### src/rtl/sys_array_feeder.sv
// ---------------------------------------------------------------------------
// sys_array_feeder
//   Buffers one batch of k-steps (an A column plus a B row per step). It then
//   clears the systolic array, streams the buffered steps into it one per
//   cycle, and waits for the array to report completion.
//
//   Sequence: LOAD -> CLR -> STREAM -> DONE -> LOAD. Every output is a
//   register.
//
// Ports
//   clk            : clock; all state changes on its rising edge
//   reset          : asynchronous, active-high reset
//   wr_valid       : producer offers one k-step
//   wr_ready       : feeder accepts the offered k-step (LOAD only)
//   wr_a           : A column, element r at [r*WIDTH +: WIDTH]
//   wr_b           : B row,    element c at [c*WIDTH +: WIDTH]
//   wr_last        : offered k-step closes the batch
//   arr_reset      : one-cycle clear pulse into the array
//   out_a / out_b  : operand stream into the array (zero when not streaming)
//   in_done_flag   : operand stream has ended (held in DONE)
//   calc_done_flag : array result is valid (only honoured in DONE)
//   result_valid   : one-cycle pulse when the array result may be sampled
//   busy           : high in every state except LOAD
// ---------------------------------------------------------------------------
module sys_array_feeder #(
    parameter int WIDTH = 16,
    parameter int ROWS  = 4,
    parameter int COLS  = 16,
    parameter int DEPTH = 8
) (
    input  logic                  clk,
    input  logic                  reset,
    input  logic                  wr_valid,
    output logic                  wr_ready,
    input  logic [ROWS*WIDTH-1:0] wr_a,
    input  logic [COLS*WIDTH-1:0] wr_b,
    input  logic                  wr_last,
    output logic                  arr_reset,
    output logic [ROWS*WIDTH-1:0] out_a,
    output logic [COLS*WIDTH-1:0] out_b,
    output logic                  in_done_flag,
    input  logic                  calc_done_flag,
    output logic                  result_valid,
    output logic                  busy
);

    localparam int AW = ROWS * WIDTH;
    localparam int BW = COLS * WIDTH;
    localparam int CW = $clog2(DEPTH + 1);
    localparam int IW = (DEPTH > 1) ? $clog2(DEPTH) : 1;

    localparam logic [CW-1:0] LAST_CNT = CW'(DEPTH - 1);

    localparam logic [1:0] S_LOAD   = 2'd0;
    localparam logic [1:0] S_CLR    = 2'd1;
    localparam logic [1:0] S_STREAM = 2'd2;
    localparam logic [1:0] S_DONE   = 2'd3;

    logic [1:0]    r_state;
    logic [CW-1:0] r_cnt;
    logic [CW-1:0] r_idx;

    logic          r_wr_ready;
    logic          r_arr_reset;
    logic [AW-1:0] r_out_a;
    logic [BW-1:0] r_out_b;
    logic          r_in_done;
    logic          r_result_valid;
    logic          r_busy;

    logic [AW-1:0] r_buf_a [DEPTH];
    logic [BW-1:0] r_buf_b [DEPTH];

    logic          w_accept;
    logic          w_final;
    logic [AW-1:0] w_rd_a;
    logic [BW-1:0] w_rd_b;

    assign w_accept = (r_state == S_LOAD) & wr_valid & r_wr_ready;
    // The DEPTH-th entry closes the batch even when wr_last is low.
    assign w_final  = wr_last | (r_cnt == LAST_CNT);

    // Entries at or beyond r_cnt are never read. Because of that, the
    // buffer needs no reset: clearing r_cnt discards its contents.
    always_ff @(posedge clk) begin
        if (w_accept) begin
            r_buf_a[r_cnt[IW-1:0]] <= wr_a;
            r_buf_b[r_cnt[IW-1:0]] <= wr_b;
        end
    end

    // r_idx is only used as an address while it is below r_cnt.
    assign w_rd_a = r_buf_a[r_idx[IW-1:0]];
    assign w_rd_b = r_buf_b[r_idx[IW-1:0]];

    always_ff @(posedge clk or posedge reset) begin
        if (reset) begin
            r_state        <= S_LOAD;
            r_cnt          <= '0;
            r_idx          <= '0;
            r_wr_ready     <= 1'b0;
            r_arr_reset    <= 1'b0;
            r_out_a        <= '0;
            r_out_b        <= '0;
            r_in_done      <= 1'b0;
            r_result_valid <= 1'b0;
            r_busy         <= 1'b0;
        end else begin
            r_result_valid <= 1'b0;
            case (r_state)
                S_LOAD: begin
                    r_wr_ready <= 1'b1;
                    r_busy     <= 1'b0;
                    if (w_accept) begin
                        r_cnt <= r_cnt + CW'(1);
                        if (w_final) begin
                            r_state     <= S_CLR;
                            r_wr_ready  <= 1'b0;
                            r_arr_reset <= 1'b1;
                            r_busy      <= 1'b1;
                        end
                    end
                end
                S_CLR: begin
                    // Entry 0 is loaded here so that it appears on the
                    // cycle right after the clear pulse.
                    r_arr_reset <= 1'b0;
                    r_out_a     <= w_rd_a;
                    r_out_b     <= w_rd_b;
                    r_idx       <= r_idx + CW'(1);
                    r_state     <= S_STREAM;
                end
                S_STREAM: begin
                    if (r_idx == r_cnt) begin
                        r_out_a   <= '0;
                        r_out_b   <= '0;
                        r_in_done <= 1'b1;
                        r_state   <= S_DONE;
                    end else begin
                        r_out_a <= w_rd_a;
                        r_out_b <= w_rd_b;
                        r_idx   <= r_idx + CW'(1);
                    end
                end
                S_DONE: begin
                    if (calc_done_flag) begin
                        r_result_valid <= 1'b1;
                        r_in_done      <= 1'b0;
                        r_cnt          <= '0;
                        r_idx          <= '0;
                        r_wr_ready     <= 1'b1;
                        r_busy         <= 1'b0;
                        r_state        <= S_LOAD;
                    end
                end
                default: begin
                    r_state <= S_LOAD;
                end
            endcase
        end
    end

    assign wr_ready     = r_wr_ready;
    assign arr_reset    = r_arr_reset;
    assign out_a        = r_out_a;
    assign out_b        = r_out_b;
    assign in_done_flag = r_in_done;
    assign result_valid = r_result_valid;
    assign busy         = r_busy;

endmodule

### config.mk
export PLATFORM = sky130hd
export DESIGN_NAME = sys_array_feeder
export DESIGN_NICKNAME = d
export VERILOG_FILES = /design/src/rtl/sys_array_feeder.sv
export SDC_FILE = /design/constraint.sdc
export NUM_CORES = 2
export LEC_CHECK = 0
export ABC_AREA = 1
export CORE_UTILIZATION = 39
export DETAILED_ROUTE_END_ITERATION = 16
export SYNTH_ARGS = -nofsm -noshare
export SYNTH_HDL_FRONTEND = slang
export SYNTH_SLANG_ARGS = --single-unit
### constraint.sdc
create_clock -name clk -period 20.3 [get_ports clk]
set_input_delay 6.09 -clock clk [delete_from_list [all_inputs] [get_ports clk]]
set_output_delay 6.09 -clock clk [all_outputs]
set_load 0.01 [all_outputs]
Yosys cells after proc, flatten, opt, wreduce, memory -nomap -nowiden:

Memory sizes are Yosys's and may differ from the RTL's.
Index checks and enable logic that the tools add are counted.
W data, S select, Z words.

* bits of input ports: 325
* memory bits (writable): 2560
* logic and storage cells: 70
* output and inout port bits: 325
* register bits: 335
* memories: 2

* add/subtract/negate cells: 2
* muxes and demuxes: 31
* eq/ne operators: 10
* bitwise operators: 3
* reduce and logical (&&, ||, !) cells: 12

Memories
* r_buf_b: depth 8, bits a word 256, read ports 1, clocked after memory_dff 0, write ports 1, RTL line 72 `logic [BW-1:0] r_buf_b [DEPTH];`
* r_buf_a: depth 8, bits a word 64, read ports 1, clocked after memory_dff 0, write ports 1, RTL line 71 `logic [AW-1:0] r_buf_a [DEPTH];`

Operator list (number)
* $pmux W256 S2: 1
* $mux W256: 1
* $pmux W64 S2: 1
* $mux W64: 1
* $mux W1: 13
* $mux W4: 3
* $pmux W4 S3: 1
* $reduce_and A3 Y1: 4
* $ne A2 B2 Y1 const B: 5
* $add A4 B1 Y4 const B: 2
* $mux W2: 4
* $pmux W1 S2: 4
* $pmux W2 S4: 1
* $pmux W4 S2: 1
* $reduce_bool A2 Y1: 4
* $eq A2 B2 Y1 const B: 2
* $eq A4 B3 Y1 const B: 1
* $eq A4 B4 Y1: 1
* $reduce_and A4 Y1: 1
* $reduce_bool A3 Y1: 1
* $and A1 B1 Y1: 2
* $eq A2 B1 Y1 const B: 1
* $logic_not A2 Y1: 1
* $reduce_and A2 Y1: 1
* $or A1 B1 Y1: 1

Longest topological paths before layout:

* depth after elaboration: 5
* depth in mapped cells: 12
* depth with buffers taken out: 10

Least setup slack after synthesis:

OpenSTA, ideal clock, no wires.

* kind: input to register
* start: input port wr_valid
* end: memory r_buf_a[1][0] in the netlist's numbering (enable)
* buffers on the path: 0
* setup slack: -0.315 ns
* data required time: 19.292 ns
* arrival time: 19.607 ns
* cell stages on the path: 4
* library setup time: 1.008 ns
* cells stage by stage: nand3_1 > inv_1 > nand2_1 > nor2_1

* cells in the longest elaborated chain, start to end: 4

RTL lines
* from (decl): RTL line 33 `input logic wr_valid,`
* $and A1 B1 Y1 (2 in series): RTL line 79 `assign w_accept = (r_state == S_LOAD) & wr_valid & r_wr_ready;`
* $mux W1: RTL line 86 `if (w_accept) begin`
* $mux W1 (implied by the code): RTL line 87 `r_buf_a[r_cnt[IW-1:0]] <= wr_a;`
* to (decl): RTL line 71

No other way between the ends.

Worst setup path after layout:

* start: input port wr_valid
* end: memory r_buf_b[0][254] in the netlist's numbering (enable)

* cells in the longest elaborated chain, start to end: 4

RTL lines
* $and A1 B1 Y1 (2 in series): RTL line 79
* $mux W1: RTL line 86
* $mux W1 (implied by the code): RTL line 88 `r_buf_b[r_cnt[IW-1:0]] <= wr_b;`
* to (decl): RTL line 72

No other way between the ends.

==> summary.txt <==
Setup path
  • Family with the most delay on the worst path: buffers and inverters
  • Startpoint Class: input port
  • R2r worst-path depth: 11
  • Worst EP required: 20800 ps
  • RR Startpoint: r_idx[1]
  • Crit path buf inv count: 6
  • Cell Chain, Critical Path: clkdlybuf4s50_1 -> nand3_1 -> inv_1 -> nand2_1 -> nor2_4 -> buf_4 -> buf_4 -> buf_4 -> buf_4
  • Top cell by count, worst path: buf_4
  • Crit Reg-Reg Endpoint: out_a[19]
  • WP data arrival: 10400 ps
  • Reg2Reg Setup Slack: 14900 ps
  • CP endpoint kind: flip-flop
  • CP max-delay cell: buf_4
  • Crit-path max FO: 52
  • Critical path class: in -> reg
  • Worst path max stage delay: 830 ps

GRT
  • Largest net degree at the start of global routing: 211
  • First-pass GRT wire length: 465100 um
  • GRT Total Usage: 18.96%
  • Vias in the first global route: 76220
  • Grt total ovfl: 0
  • Antenna violations before repair: 55

Finish
  • Util after Layout: 45.72%
  • Layout Area Growth over Synthesis: 16.37%
  • # fillers: 28440
  • Final instance area: 143000 sq um
  • Final net count: 12810
  • Final std cells w/o fill: 16910
  • Fraction of layout cells with a size suffix above 1: 5.408%

Clocking
  • Clock sinks: 2895
  • Post-CTS Hold Fix Bufs: 0
  • Post-CTS Setup Inserts: 0
  • Post_cts resized: 0
  • CTS Buffer Depth: 4
  • Num CTS Buffers: 316
  • TritonCTS clock tree: done
  • H-Tree Depth: 5
  • Later-pin clock latency in the skew report: 910 ps
  • Root buffer cell: clkbuf_16
  • Reg clk slew, reported paths: 60 ps

Logic synthesis
  • Syn Inst Count: 11990
  • Leading post-synthesis cells by cell area: edfxtp_1 63%, nand2_1 14%, dfrtp_1 6.8%, nand3_1 6.7%, inv_1 6.4%
  • Most area-hungry cell type in the Yosys netlist: edfxtp_1
  • Sequential area share after synthesis: 69.40%
  • Post-Syn Area: 122800 sq um
  • Synth top area share: 62.58%
  • Seq cells post-synth: 2895
  • Main synth FF type: edfxtp_1
  • Syn_nets: 12320
  • Synth cell types: 23
  • Most frequent cell after synthesis: nand2_1
  • Top cells by instance count after synthesis: 4608 x nand2_1, 2560 x edfxtp_1, 2099 x inv_1, 1640 x nand3_1, 370 x buf_2
  • Yosys warns: 0
  • Post-synthesis area per instance: 10.25 sq um
  • Fraction of registers with async set/reset: 11.57%
  • Post-synth EDFFs: 2560

Place
  • Post-DP Area: 132800 sq um
  • Input/output buffers: 649
  • Global placement routability congestion: 0.7661
  • Final HPWL from detailed placement: 170700 um
  • Placement Setup Slack: 9465 ps
  • Placed cell count: 16300

Power
  • Worst vdd ir: 0.0001388 V
  • P_leak: 62.75 nW
  • Pwr/cell area: 140.5 nW/um^2
  • Total power: 20.09 mW

STA
  • RSZ-0062 raised after global routing: no
  • Peak Freq: 0.1010 GHz
  • Setup slack after layout: 10400 ps
  • Setup TNS: 0 ps
  • Setup violators final: 0
  • Skew final: 48.98 ps
  • Slew Viols, Final: 0
  • Fin crit period: 9900 ps
  • Final-report hold violation count: 0
  • Worst-margin pin slew: 1331 ps
  • Relative slew slack: 11.27%
  • Hold Slack: 475.4 ps
  • Period utilization: 48.77%

Floorplan
  • Die area: 317200 sq um
  • DIE WIDTH: 563.2 um
  • I/O pin cnt: 650
  • Rows: 205
  • Initial Util: 39.29%
  • Core Box Area: 312700 sq um
  • DIE HEIGHT: 563.2 um

Drt
  • DR vias/cell: 4.701
  • Post-route DRC: 0
  • Post-route antenna net violation count: 0
  • Drt first-iter violations: 5818
  • Wire per inst: 18.11 um
  • Routed Wire Length: 306200 um
  • First-pass detailed-route iteration total: 6
  • Vias after detailed routing: 79480

Min path
  • HP Start: out_b[123]
  • Worst Hold Depth: 2
  • Hold EP: out_b[123]
  • Type of the tightest min-delay check: reg -> reg

Run status
  • Status: finished, final reports clean

Run
  • # Max-Cap Violations: 0
## registers in the layout, summed over array words and instances, names as in the netlist, 2 cells and up
register  flops
r_buf_a     512
r_buf_b    2048
out_b       256
r_state       2
r_idx         4
out_a        64
r_cnt         4
## final cells by class
class	count	area [sq um]	area share (%)
Antenna cell	26	65.06	0.04551
Clock buffer	429	8696	6.083
Clock inverter	152	1439	1.007
Inverter	2105	7939	5.553
Multi-Input combinational cell	6382	26750	18.71
Sequential cell	2895	85270	59.65
Tap cell	4140	5180	3.623
Timing Repair Buffer	777	7620	5.330
## cells in the final DEF, fill, tap and decap left out, types with 13 or more instances in the layout
master / instances
clkbuf_8: 13
nand3_1: 1639
clkdlybuf4s50_1: 649
inv_1: 2098
nand3_2: 90
clkinv_1: 42
clkbuf_16: 327
diode_2: 26
edfxtp_1: 2560
bufinv_16: 16
nand2_1: 4608
buf_4: 115
clkinv_2: 52
dfrtp_1: 332
buf_12: 13
clkbuf_1: 89
## cells by family (layout without fill, tap and decap cells)
group / count (synthesis) / after routing / synth area share (%)
adder cells (fa/ha/maj): 6 / 6 / 0.06111
flip-flops: 2895 / 2895 / 69.40
AO/OA/AOI/OAI: 11 / 11 / 0.04685
buffers and inverters: 2712 / 3463 / 8.892
AND/OR/NAND/NOR: 6363 / 6363 / 21.58
other: 0 / 26 / 0
XOR/XNOR: 2 / 2 / 0.01426
## report_power, final
group	leakage (nW)	internal (mW)	switching (mW)
clock network	4.92	3.23	2.37
logic	30.6	2.18	4.81
registers	27.2	7.20	0.296
total	62.8	12.6	7.47
## worst max path at each step
stage               startpoint               to  cells after the start
finish                wr_valid  r_buf_b[0][254]                      9
global route          wr_valid  r_buf_b[3][254]                      8
CTS                   wr_valid  r_buf_b[0][254]                      9
detailed placement    wr_valid  r_buf_b[0][253]                      9
global placement      wr_valid  r_buf_b[3][232]                      8
floorplan             wr_valid    r_buf_a[1][0]                      4
## worst reg2reg max path: stages, from the launching register on
cell and delay [ps]:
dfrtp_4 710, inv_8 710, buf_4 760, buf_4 720, buf_4 670, buf_4 930, nand3_1 190, nand2_1 100
nand2_1 50, nand2_1 90, nand3_1 250, nand2_1 180
## routing by layer
metal / up-vias / share of wire [%] / wire (um) / track usage, %
met3: 451 / 6.2 / 19110 / 3.536
met5: - / 0.12 / 368 / 0
met2: 2062 / 47 / 144200 / 31.37
met1: 37880 / 45 / 136700 / 25.87
met4: 60 / 1.9 / 5840 / 4.284
li1: 39030 / - / - / -
Note: power is estimated with default switching activity, not from simulation.
